## src/rtl/network_acc_requant.sv

```systemverilog
// Windowed accumulate-and-requantize stage: sums signed products onto a shifted bias,
// then rounds, shifts and saturates to an activation. Optional ReLU via NETWORK_ACC_RELU_EN.
module network_acc_requant #(
    parameter int unsigned PROD_W = 28,
    parameter int unsigned ACC_W  = 40,
    parameter int unsigned OUT_W  = 16,
    parameter int unsigned SHIFT  = 10
) (
    input  logic                     ap_clk,
    input  logic                     ap_rst,
    input  logic signed [PROD_W-1:0] in_data,
    input  logic                     in_last,
    input  logic                     in_valid,
    output logic                     in_ready,
    input  logic signed [OUT_W-1:0]  bias,
    output logic signed [OUT_W-1:0]  out_data,
    output logic                     out_valid,
    input  logic                     out_ready,
    output logic                     acc_ovf
);

    localparam int unsigned RW = ACC_W + 1;
    localparam logic [RW-1:0]        HALF    = RW'(1) << (SHIFT - 1);
    localparam logic signed [RW-1:0] SAT_MAX = RW'((1 << (OUT_W - 1)) - 1);
    localparam logic signed [RW-1:0] SAT_MIN = ~SAT_MAX;

    typedef enum logic {ST_ACC, ST_OUT} state_t;

    state_t                   state_q, state_d;
    logic signed [ACC_W-1:0]  acc_q, acc_d;
    logic                     first_q, first_d;
    logic                     ovf_q, ovf_d;
    logic                     rdy_q, rdy_d;
    logic                     vld_q, vld_d;
    logic signed [OUT_W-1:0]  dout_q, dout_d;

    logic signed [ACC_W-1:0]  bias_ext, prod_ext, add_a, sum;
    logic                     add_ovf;
    logic signed [RW-1:0]     rnd, shifted;
    logic signed [OUT_W-1:0]  quant;

    // Adder operands: the first beat of a window starts from the scaled bias.
    always_comb begin
        bias_ext = {{(ACC_W-OUT_W){bias[OUT_W-1]}}, bias};
        prod_ext = {{(ACC_W-PROD_W){in_data[PROD_W-1]}}, in_data};
        add_a    = first_q ? (bias_ext <<< SHIFT) : acc_q;
        sum      = add_a + prod_ext;
        add_ovf  = (add_a[ACC_W-1] == prod_ext[ACC_W-1]) && (sum[ACC_W-1] != add_a[ACC_W-1]);
    end

    // Round half up in one extra bit so the rounding add itself cannot wrap.
    always_comb begin
        rnd     = {sum[ACC_W-1], sum} + HALF;
        shifted = rnd >>> SHIFT;
        if (shifted > SAT_MAX) begin
            quant = {1'b0, {(OUT_W-1){1'b1}}};
        end else if (shifted < SAT_MIN) begin
            quant = {1'b1, {(OUT_W-1){1'b0}}};
        end else begin
            quant = shifted[OUT_W-1:0];
        end
`ifdef NETWORK_ACC_RELU_EN
        if (quant[OUT_W-1]) begin
            quant = '0;
        end
`endif
    end

    always_comb begin
        state_d = state_q;
        acc_d   = acc_q;
        first_d = first_q;
        ovf_d   = ovf_q;
        rdy_d   = rdy_q;
        vld_d   = vld_q;
        dout_d  = dout_q;
        case (state_q)
            ST_ACC: begin
                if (in_valid) begin
                    acc_d   = sum;
                    first_d = 1'b0;
                    if (add_ovf) begin
                        ovf_d = 1'b1;
                    end
                    if (in_last) begin
                        state_d = ST_OUT;
                        rdy_d   = 1'b0;
                        vld_d   = 1'b1;
                        dout_d  = quant;
                    end
                end
            end
            ST_OUT: begin
                if (out_ready) begin
                    state_d = ST_ACC;
                    rdy_d   = 1'b1;
                    vld_d   = 1'b0;
                    first_d = 1'b1;
                end
            end
        endcase
    end

    always_ff @(posedge ap_clk or posedge ap_rst) begin
        if (ap_rst) begin
            state_q <= ST_ACC;
            acc_q   <= '0;
            first_q <= 1'b1;
            ovf_q   <= 1'b0;
            rdy_q   <= 1'b1;
            vld_q   <= 1'b0;
            dout_q  <= '0;
        end else begin
            state_q <= state_d;
            acc_q   <= acc_d;
            first_q <= first_d;
            ovf_q   <= ovf_d;
            rdy_q   <= rdy_d;
            vld_q   <= vld_d;
            dout_q  <= dout_d;
        end
    end

    // Ready is held low for the whole reset pulse, high as soon as it releases.
    assign in_ready  = rdy_q & ~ap_rst;
    assign out_valid = vld_q;
    assign out_data  = dout_q;
    assign acc_ovf   = ovf_q;

endmodule

```

## config.mk

```make
export PLATFORM = sky130hd
export DESIGN_NAME = network_acc_requant
export DESIGN_NICKNAME = d
export VERILOG_FILES = /design/src/rtl/network_acc_requant.sv
export SDC_FILE = /design/constraint.sdc
export NUM_CORES = 1
export LEC_CHECK = 0
export BUFFER_PORTS_ARGS = -buffer_cell sky130_fd_sc_hd__buf_2
export CORE_ASPECT_RATIO = 0.9
export CORE_MARGIN = 4
export CORE_UTILIZATION = 55
export DETAILED_ROUTE_END_ITERATION = 7
export HOLD_SLACK_MARGIN = 0.08
export PLACE_DENSITY = 0.75
export SYNTH_ARGS = -nofsm -noshare
export SYNTH_HDL_FRONTEND = slang
export SYNTH_SLANG_ARGS = --single-unit
export TNS_END_PERCENT = 10
```

## constraint.sdc

```tcl
create_clock -name ap_clk -period 8.3 [get_ports ap_clk]
set_clock_uncertainty 0.2 [all_clocks]
set_input_delay 1.245 -clock ap_clk [delete_from_list [all_inputs] [get_ports ap_clk]]
set_output_delay 1.245 -clock ap_clk [all_outputs]
set_load 0.01 [all_outputs]
```

Yosys cells after proc, flatten, opt, wreduce, memory -nomap -nowiden

Cells that the tools add are included.

Register bits: 61
Bits in latches: 0
Memory bits (writable): 0
ROM bits: 0
Output and inout port bits: 19
Logic and storage cells: 42
Memories kept: 0

$add $sub $neg: 2
Multiply operators: 0
Div/mod/pow operators: 0
Magnitude comparators: 2
Equality and inequality tests: 5
Shift operators: 0
Multiplexer cells: 17
Bitwise gates (word level): 3
Reduce and logical (&&, ||, !) cells: 6

Operators with widths:

| kind                   | number |
|---|---|
| $add 40x11->41 const B | 1 |
| $add 40x28->40         | 1 |
| $mux 40                | 1 |
| $mux 16                | 2 |
| $gt 31x16->1 const B   | 1 |
| $lt 31x16->1 const B   | 1 |
| $mux 1                 | 10 |
| $reduce_and 3->1       | 3 |
| $pmux 1 s2             | 4 |
| $ne 2x2->1 const B     | 3 |
| $reduce_and 2->1       | 2 |
| $not 1->1              | 2 |
| $and 1x1->1            | 1 |
| $eq 1x1->1             | 1 |
| $logic_and 1x1->1      | 1 |
| $ne 1x1->1             | 1 |

Longest topological paths before layout

Gate-level depths: netlist (run 1).

Word-level depth: 6
Depth in mapped cells: 20

Least setup slack after synthesis (run 1)

No wires, ideal clock.

Path type: in2reg
Start: input in_data[0]
End: register dout_q[10] (netlist: out_data[10])
Setup time: 0.138 ns
Arrival time: 5.778 ns
Setup slack: 2.184 ns
Stages: 17
Buffers on the path: 3
Cells stage by stage: ha_1 -> fa_1 -> a211oi_2 -> o21ai_4 -> a22oi_2 -> a31oi_1 -> or4b_1 -> or4b_1 -> buf_2 -> or4_1 -> buf_2 -> nor4_1 -> xor2_1 -> or4b_4 -> nor4_4 -> buf_6 -> o22ai_2

Word-level cells in the longest chain between the ends: 5
Elaborated cells between the ends (all ways): 6
Those cells by class: add/sub: 2; order compare: 2; mux: 2

Ends and longest elaborated chain:

| item                 | line | RTL |
|---|---|---|
| start, declared      | 11   | `input logic signed [PROD_W-1:0] in_data,` |
| $add 40x28->40 (*)   | 47   | `sum = add_a + prod_ext;` |
| $add 40x11->41 (*)   | 53   | `rnd = {sum[ACC_W-1], sum} + HALF;` |
| $lt 31x16->1         | 57   | `end else if (shifted < SAT_MIN) begin` |
| $mux 16              | 57   |  |
| $mux 16 (*)          | 55   | `if (shifted > SAT_MAX) begin` |
| end signal, assigned | 120  | `dout_q <= dout_d;` |
| end, declared        | 35   | `logic signed [OUT_W-1:0] dout_q, dout_d;` |

Every way passes the cells marked *; elsewhere a longest branch is shown, timed or not.
A chain may end at the register's enable or synchronous reset.

Final worst setup path (run 1)

Start: register first_q
End: register dout_q[0] (netlist: out_data[0])

Word-level cells in the longest chain between the ends: 6
Elaborated cells between the ends (all ways): 7
Those cells by class: add/sub: 2; order compare: 2; mux: 3

Ends and longest elaborated chain:

| item                   | line | RTL |
|---|---|---|
| start, declared        | 31   | `logic first_q, first_d;` |
| start signal, assigned | 116  | `first_q <= first_d;` |
| $mux 40 (*)            | 46   | `add_a = first_q ? (bias_ext <<< SHIFT) : acc_q;` |
| $add 40x28->40 (*)     | 47   |  |
| $add 40x11->41 (*)     | 53   |  |
| $lt 31x16->1           | 57   |  |
| $mux 16                | 57   |  |
| $mux 16 (*)            | 55   |  |

Marks and branches as above.

==> results of run 1 <==
==> registers in the layout, summed over array words and instances (netlist names) <==
name and cells:
state_q 1, acc_q 40, rdy_q 1, acc_ovf 1, out_valid 1, out_data 16
first_q 1
==> cells by family (layout without fill, tap and decap cells) <==
group | Yosys count | count (layout) | share of synthesized area (%)
compound gates | 275 | 275 | 28.15
xor+xnor | 42 | 42 | 5.683
fa+ha+maj | 41 | 41 | 8.042
buf+inv | 73 | 117 | 4.852
flops | 61 | 61 | 23.62
mux | 25 | 25 | 4.214
simple gates | 319 | 319 | 25.44
==> power by group <==
group	leakage, nW	total (mW)	switching [mW]	internal, mW
Clock	0.159	0.426	0.153	0.273
Sequential	0.707	0.503	0.0774	0.426
Combinational	2.11	2.04	1.30	0.739
==> worst max path at each step <==
stage	start	endpoint	slack, ns
after floorplan	in_data[0]	out_data[10]	2.18
after global placement	bias[0]	out_data[0]	1.06
after detailed placement	bias[0]	out_data[0]	0.94
after CTS	first_q	out_data[0]	1.06
after global routing	first_q	out_data[0]	0.73
final	first_q	out_data[0]	1.0
==> routing by layer <==
metal  GRT usage [%]  routed length [um]
met5               0                   0
met4           8.060                 349
met3           7.500                1719
met2           43.81                8523
met1           41.81                8929
==> layout make-up <==
cell class | count | area share, %
tap | 156 | 2.721
timing repair buffer | 73 | 5.302
inverter | 28 | 1.465
sequential | 61 | 21.31
multi-input combinational | 702 | 64.56
clock buffer | 10 | 3.331
clock inverter | 6 | 1.308
==> per-stage QoR <==
stage / total power [mW] / setup slack [ns]
floorplan: 1.991 / 2.184
global placement: 2.430 / 1.064
detailed placement: 2.487 / 0.9350
CTS: 2.932 / 1.063
global route: 3.207 / 0.7315
finish: 2.971 / 0.9959
==> worst max-delay path: stages, from the launching register on <==
cell	delay, ns
dfstp_2	0.99
mux2_2	0.41
ha_1	0.48
nand4_1	0.27
nor2_2	0.20
a221oi_2	0.12
o311ai_0	0.62
or4b_1	0.53
or4b_1	0.61
or4_1	0.67
nor4_1	0.30
xor2_1	0.15
or4b_4	0.55
nor4_4	0.80
o22ai_1	0.21
==> Yosys cell counts (6+ instances only) <==
cell,instances,share of area [%]
nor2b_1,22,2.1
mux2_2,18,3.1
o22ai_2,10,1.9
ha_1,40,7.7
nor2_1,49,2.8
o21ai_0,103,8.0
nand2_1,114,6.6
o21a_1,9,1.0
dfrtp_1,59,23
o21ai_1,8,0.62
or3_1,9,0.87
xor2_1,14,1.9
a21oi_1,49,3.8
o211ai_1,12,1.4
o22ai_1,9,0.87
clkbuf_1,29,1.7
buf_2,8,0.62
mux2i_1,7,1.1
xnor2_1,28,3.8
nor3_1,17,1.3
inv_1,28,1.6
nand3_1,24,1.9
a21o_1,10,1.2
nand4_1,20,1.9
and4_1,8,1.1
nor4_1,7,0.68
and3_1,6,0.58
buf_4,6,0.70
and2_1,11,1.1
==> qor.yml, run 1 <==
placement:
  dp.cells: 1020
  placed_area_um2: 6842
  port_buffers: 67
  hpwl_um: 14840
  gp_congestion: 0.9567
job:
  max_cap_violations: 0
timing:
  maxSlewHeadroom_pct: 29.19
  worst_slew_pin_slew_ns: 1.054
  whs_ns: 0.2618
  rsz0062_at_grt: "false"
  final.setup.tns_ns: 0
  post-route-period-util_pct: 88.00
  min_period_ns: 7.304
  timing.fmax_mhz: 136.9
  hold_viol: 0
  slew_violations: 0
  setup_viol: 0
worst_setup_path:
  r2r_end: "out_data[0]"
  crit_path_end_kind: "register"
  crit_arrival_ns: 7.28
  cp.required_ns: 8.27
  cp-start-kind: "register"
  timing.rr.start: "first_q"
  path_class: "register to register"
  reg2regPathDepth: 14
  reg2reg_slack_ns: 1.0
  cp_max_fo: 30
route:
  post-route-drc-count: 0
  drt_iter0_drc: 474
  routedWlPerCell_um: 18.84
  drt_first_pass_iters: 5
  dr_total_vias: 6542
  drt-total-wl_um: 19520
  avgViaCountPerCell: 6.315
  antenna_left: 0
cts:
  cts_max_path_buffers: 2
  cts.repair.resized: 0
  htreeDepth: 3
  numCtsBuffers: 9
  cts_setup_buffers: 0
  postCtsHoldBufs: 0
  path_clk_slew_ns: 0.06
  clkLatencyLatePin_ns: 0.35
  cts_tree: "done"
  clock-sinks: 61
  clockRootBuffer: "clkbuf_16"
cells_and_area:
  layout_commonest_cell: "nand2_1"
  n_antenna_cell: 0
  final_cells: 1036
  final_area_um2: 7174
  drive_above_1_share_pct: 16.70
  fin_util_pct: 62.49
  layout_common_cells: "nand2_1, o21ai_0, buf_2"
  syn_to_final_growth_pct: 10.84
  register_area_um2: 1529
  nets: 965
  multi_input_area_um2: 4632
  fill_cells: 1070
synthesis:
  ys_seq_area_share_pct: 23.62
  synth_ff_type: "dfrtp_1"
  synth_area_um2: 6472
  synth_seq_cells: 61
  synth_edf_count: 0
  yosysUniqueCellTypes: 83
  postSynth.asyncResetShare_pct: 100.0
  syn_avg_cell_area_um2: 7.742
  yosysWarnings: 0
  syn-num-nets: 926
  synthCells: 836
grt:
  grt_max_degree: 62
  grt_usage_pct: 29.31
  grt_pass1_vias: 6310
  antenna_found_initial: 0
  grt_pass1_wl_um: 31840
  overflow: 0
die:
  die-area_um2: 13570
  initial_core_util_pct: 56.38
  core_um2: 11480
  io_pins: 68
  die_y_um: 110.9
  dieWidth_um: 122.4
  core.rowCount: 37
power_and_ir_drop:
  leakagePower_nw: 2.979
  peakVddDrop_mv: 0.2241
  power_per_cell_area_nw_per_um2: 414.1
worst_hold_path:
  min_path_type: "register to register"
  hold_path_startpoint: "rdy_q"
  min_path_cells: 2
  hold_end: "rdy_q"
outcome:
  status: "finished, final reports clean"
Power figures use the tool's default switching activity.
==> run 2: changes to the inputs <==
- REMOVE_ABC_BUFFERS: unset -> 1
==> run 2 against run 1 <==
  * Highest routed layer unchanged
  * Cell count grew 0.19%
  * Largest cell class unchanged
  * Combinational power grew 2%
  * Clock power fell by 6.8%
  * Wire length is 3.8% higher
==> qor.yml, run 2 (synthesized netlist as in run 1, its figures left out) <==
timing:
  setup_viol: 0
  whs_ns: 0.2606
  post-route-period-util_pct: 84.33
  fin_ws_ns: 1.301
  final.setup.tns_ns: 0
  min_period_ns: 7.000
  worst_slew_pin_slew_ns: 1.066
  timing.fmax_mhz: 142.9
  slew_violations: 0
  rsz0062_at_grt: "false"
  maxSlewHeadroom_pct: 28.68
  hold_viol: 0
power_and_ir_drop:
  switchingPower_mw: 1.570
  peakVddDrop_mv: 0.2404
  combPwrFrac_pct: 69.8
  power_per_cell_area_nw_per_um2: 415.8
  swShare_pct: 52.73
  p_int_mw: 1.408
  pwr-share-clk_pct: 13.3
  p_seq_share_pct: 16.9
  p_total_mw: 2.978
  leakagePower_nw: 2.976
cts:
  clkLatencyLatePin_ns: 0.36
  path_clk_slew_ns: 0.06
  cts_max_path_buffers: 2
  clockRootBuffer: "clkbuf_16"
  postCtsHoldBufs: 0
  cts.repair.resized: 0
  htreeDepth: 3
  cts_setup_buffers: 0
  numCtsBuffers: 9
  clock-sinks: 61
  cts_tree: "done"
route:
  avgViaCountPerCell: 6.352
  drt-total-wl_um: 20270
  dr_total_vias: 6593
  antenna_left: 0
  post-route-drc-count: 0
  routedWlPerCell_um: 19.53
  drt_first_pass_iters: 5
  drt_iter0_drc: 516
worst_setup_path:
  cp_max_fo: 34
  path_class: "register to register"
  crit_path_end_kind: "register"
  cp.required_ns: 8.29
  crit_arrival_ns: 6.99
  cp-start-kind: "register"
worst_hold_path:
  min_path_type: "register to register"
placement:
  dp_slack_ns: 1.432
  hpwl_um: 15300
  gp_congestion: 0.9237
  dp.cells: 1022
  placed_area_um2: 6863
  port_buffers: 67
die:
  die-area_um2: 13570
  io_pins: 68
  dieWidth_um: 122.4
  initial_core_util_pct: 56.38
  die_y_um: 110.9
  core.rowCount: 37
  core_um2: 11480
cells_and_area:
  layout_common_cells: "nand2_1, o21ai_0, buf_2"
  nets: 967
  largest_register_ffs: 40
  n_antenna_cell: 0
  syn_to_final_growth_pct: 10.65
  final_area_um2: 7162
  drive_above_1_share_pct: 17.01
  layout_commonest_cell: "nand2_1"
  top_register: "acc_q"
  fin_util_pct: 62.38
  final_cells: 1038
grt:
  grt_pass1_vias: 6278
  grt_usage_pct: 29.91
  antenna_found_initial: 0
  grt_pass1_wl_um: 32300
  grt_max_degree: 62
  overflow: 0
outcome:
  status: "finished, final reports clean"
job:
  max_cap_violations: 0
-- run 2: changes by cell type in the layout (fill, tap and decap cells not counted) --
| cell | delta |
|---|---|
| bufinv_16 | -1 |
| buf_4 | +2 |
| a31oi_1 | -1 |
| clkinv_2 | +2 |
| a31oi_2 | +1 |
| clkbuf_8 | -1 |
-- run 2: power groups by stage --
| stage | logic, mW | clock network (mW) | registers [mW] |
|---|---|---|---|
| 6_report | 2.08 | 0.397 | 0.502 |
| 5_1_grt | 2.26 | 0.412 | 0.519 |
| 4_1_cts | 2.02 | 0.398 | 0.501 |
| 3_5_place_dp | 2.01 | 0 | 0.505 |
| 3_3_place_gp | 1.96 | 0 | 0.499 |
| 2_1_floorplan | 1.46 | 0 | 0.497 |
-- run 2: critical path, cell delays in order, from the launching register on --
cell and delay, ns:
dfstp_2 1.07, mux2_2 0.41, ha_1 0.47, nand4_1 0.27, nor2_2 0.23, a221oi_2 0.14, o311ai_0 0.53, or4b_1 0.51
or4b_1 0.61, nor4_1 0.73, and2_1 0.30, xnor2_1 0.13, o21ai_0 0.11, a31oi_2 0.87, o22ai_1 0.22
-- run 2: cell type report --
class | instances | area, um^2
timing repair buffer | 75 | 395.4
sequential | 61 | 1529
clock inverter | 7 | 73.82
multi-input combinational | 702 | 4638
clock buffer | 9 | 225.2
tap | 156 | 195.2
fill | 1077 | 4319
inverter | 28 | 105.1
-- run 2: final timing paths --
path / to / slack, ns / cells after the start / start
min reg2reg: rdy_q / 0.26 / 2 / rdy_q
max in group asynchronous: acc_q[8] / 6.42 / 3 / ap_rst
min in group asynchronous: acc_q[23] / 0.95 / 3 / ap_rst
max: out_data[0] / 1.30 / 14 / first_q
max reg2reg: out_data[0] / 1.30 / 14 / first_q
min: rdy_q / 0.26 / 2 / rdy_q
-- run 2: routing by layer --
layer  share of wire, %  vias up  track usage (%)
met4                1.7        0            6.791
met5                  0        -                0
li1                   -     3165                -
met1                 46     3131            43.02
met3                9.2       28            9.184
met2                 43      269            43.88
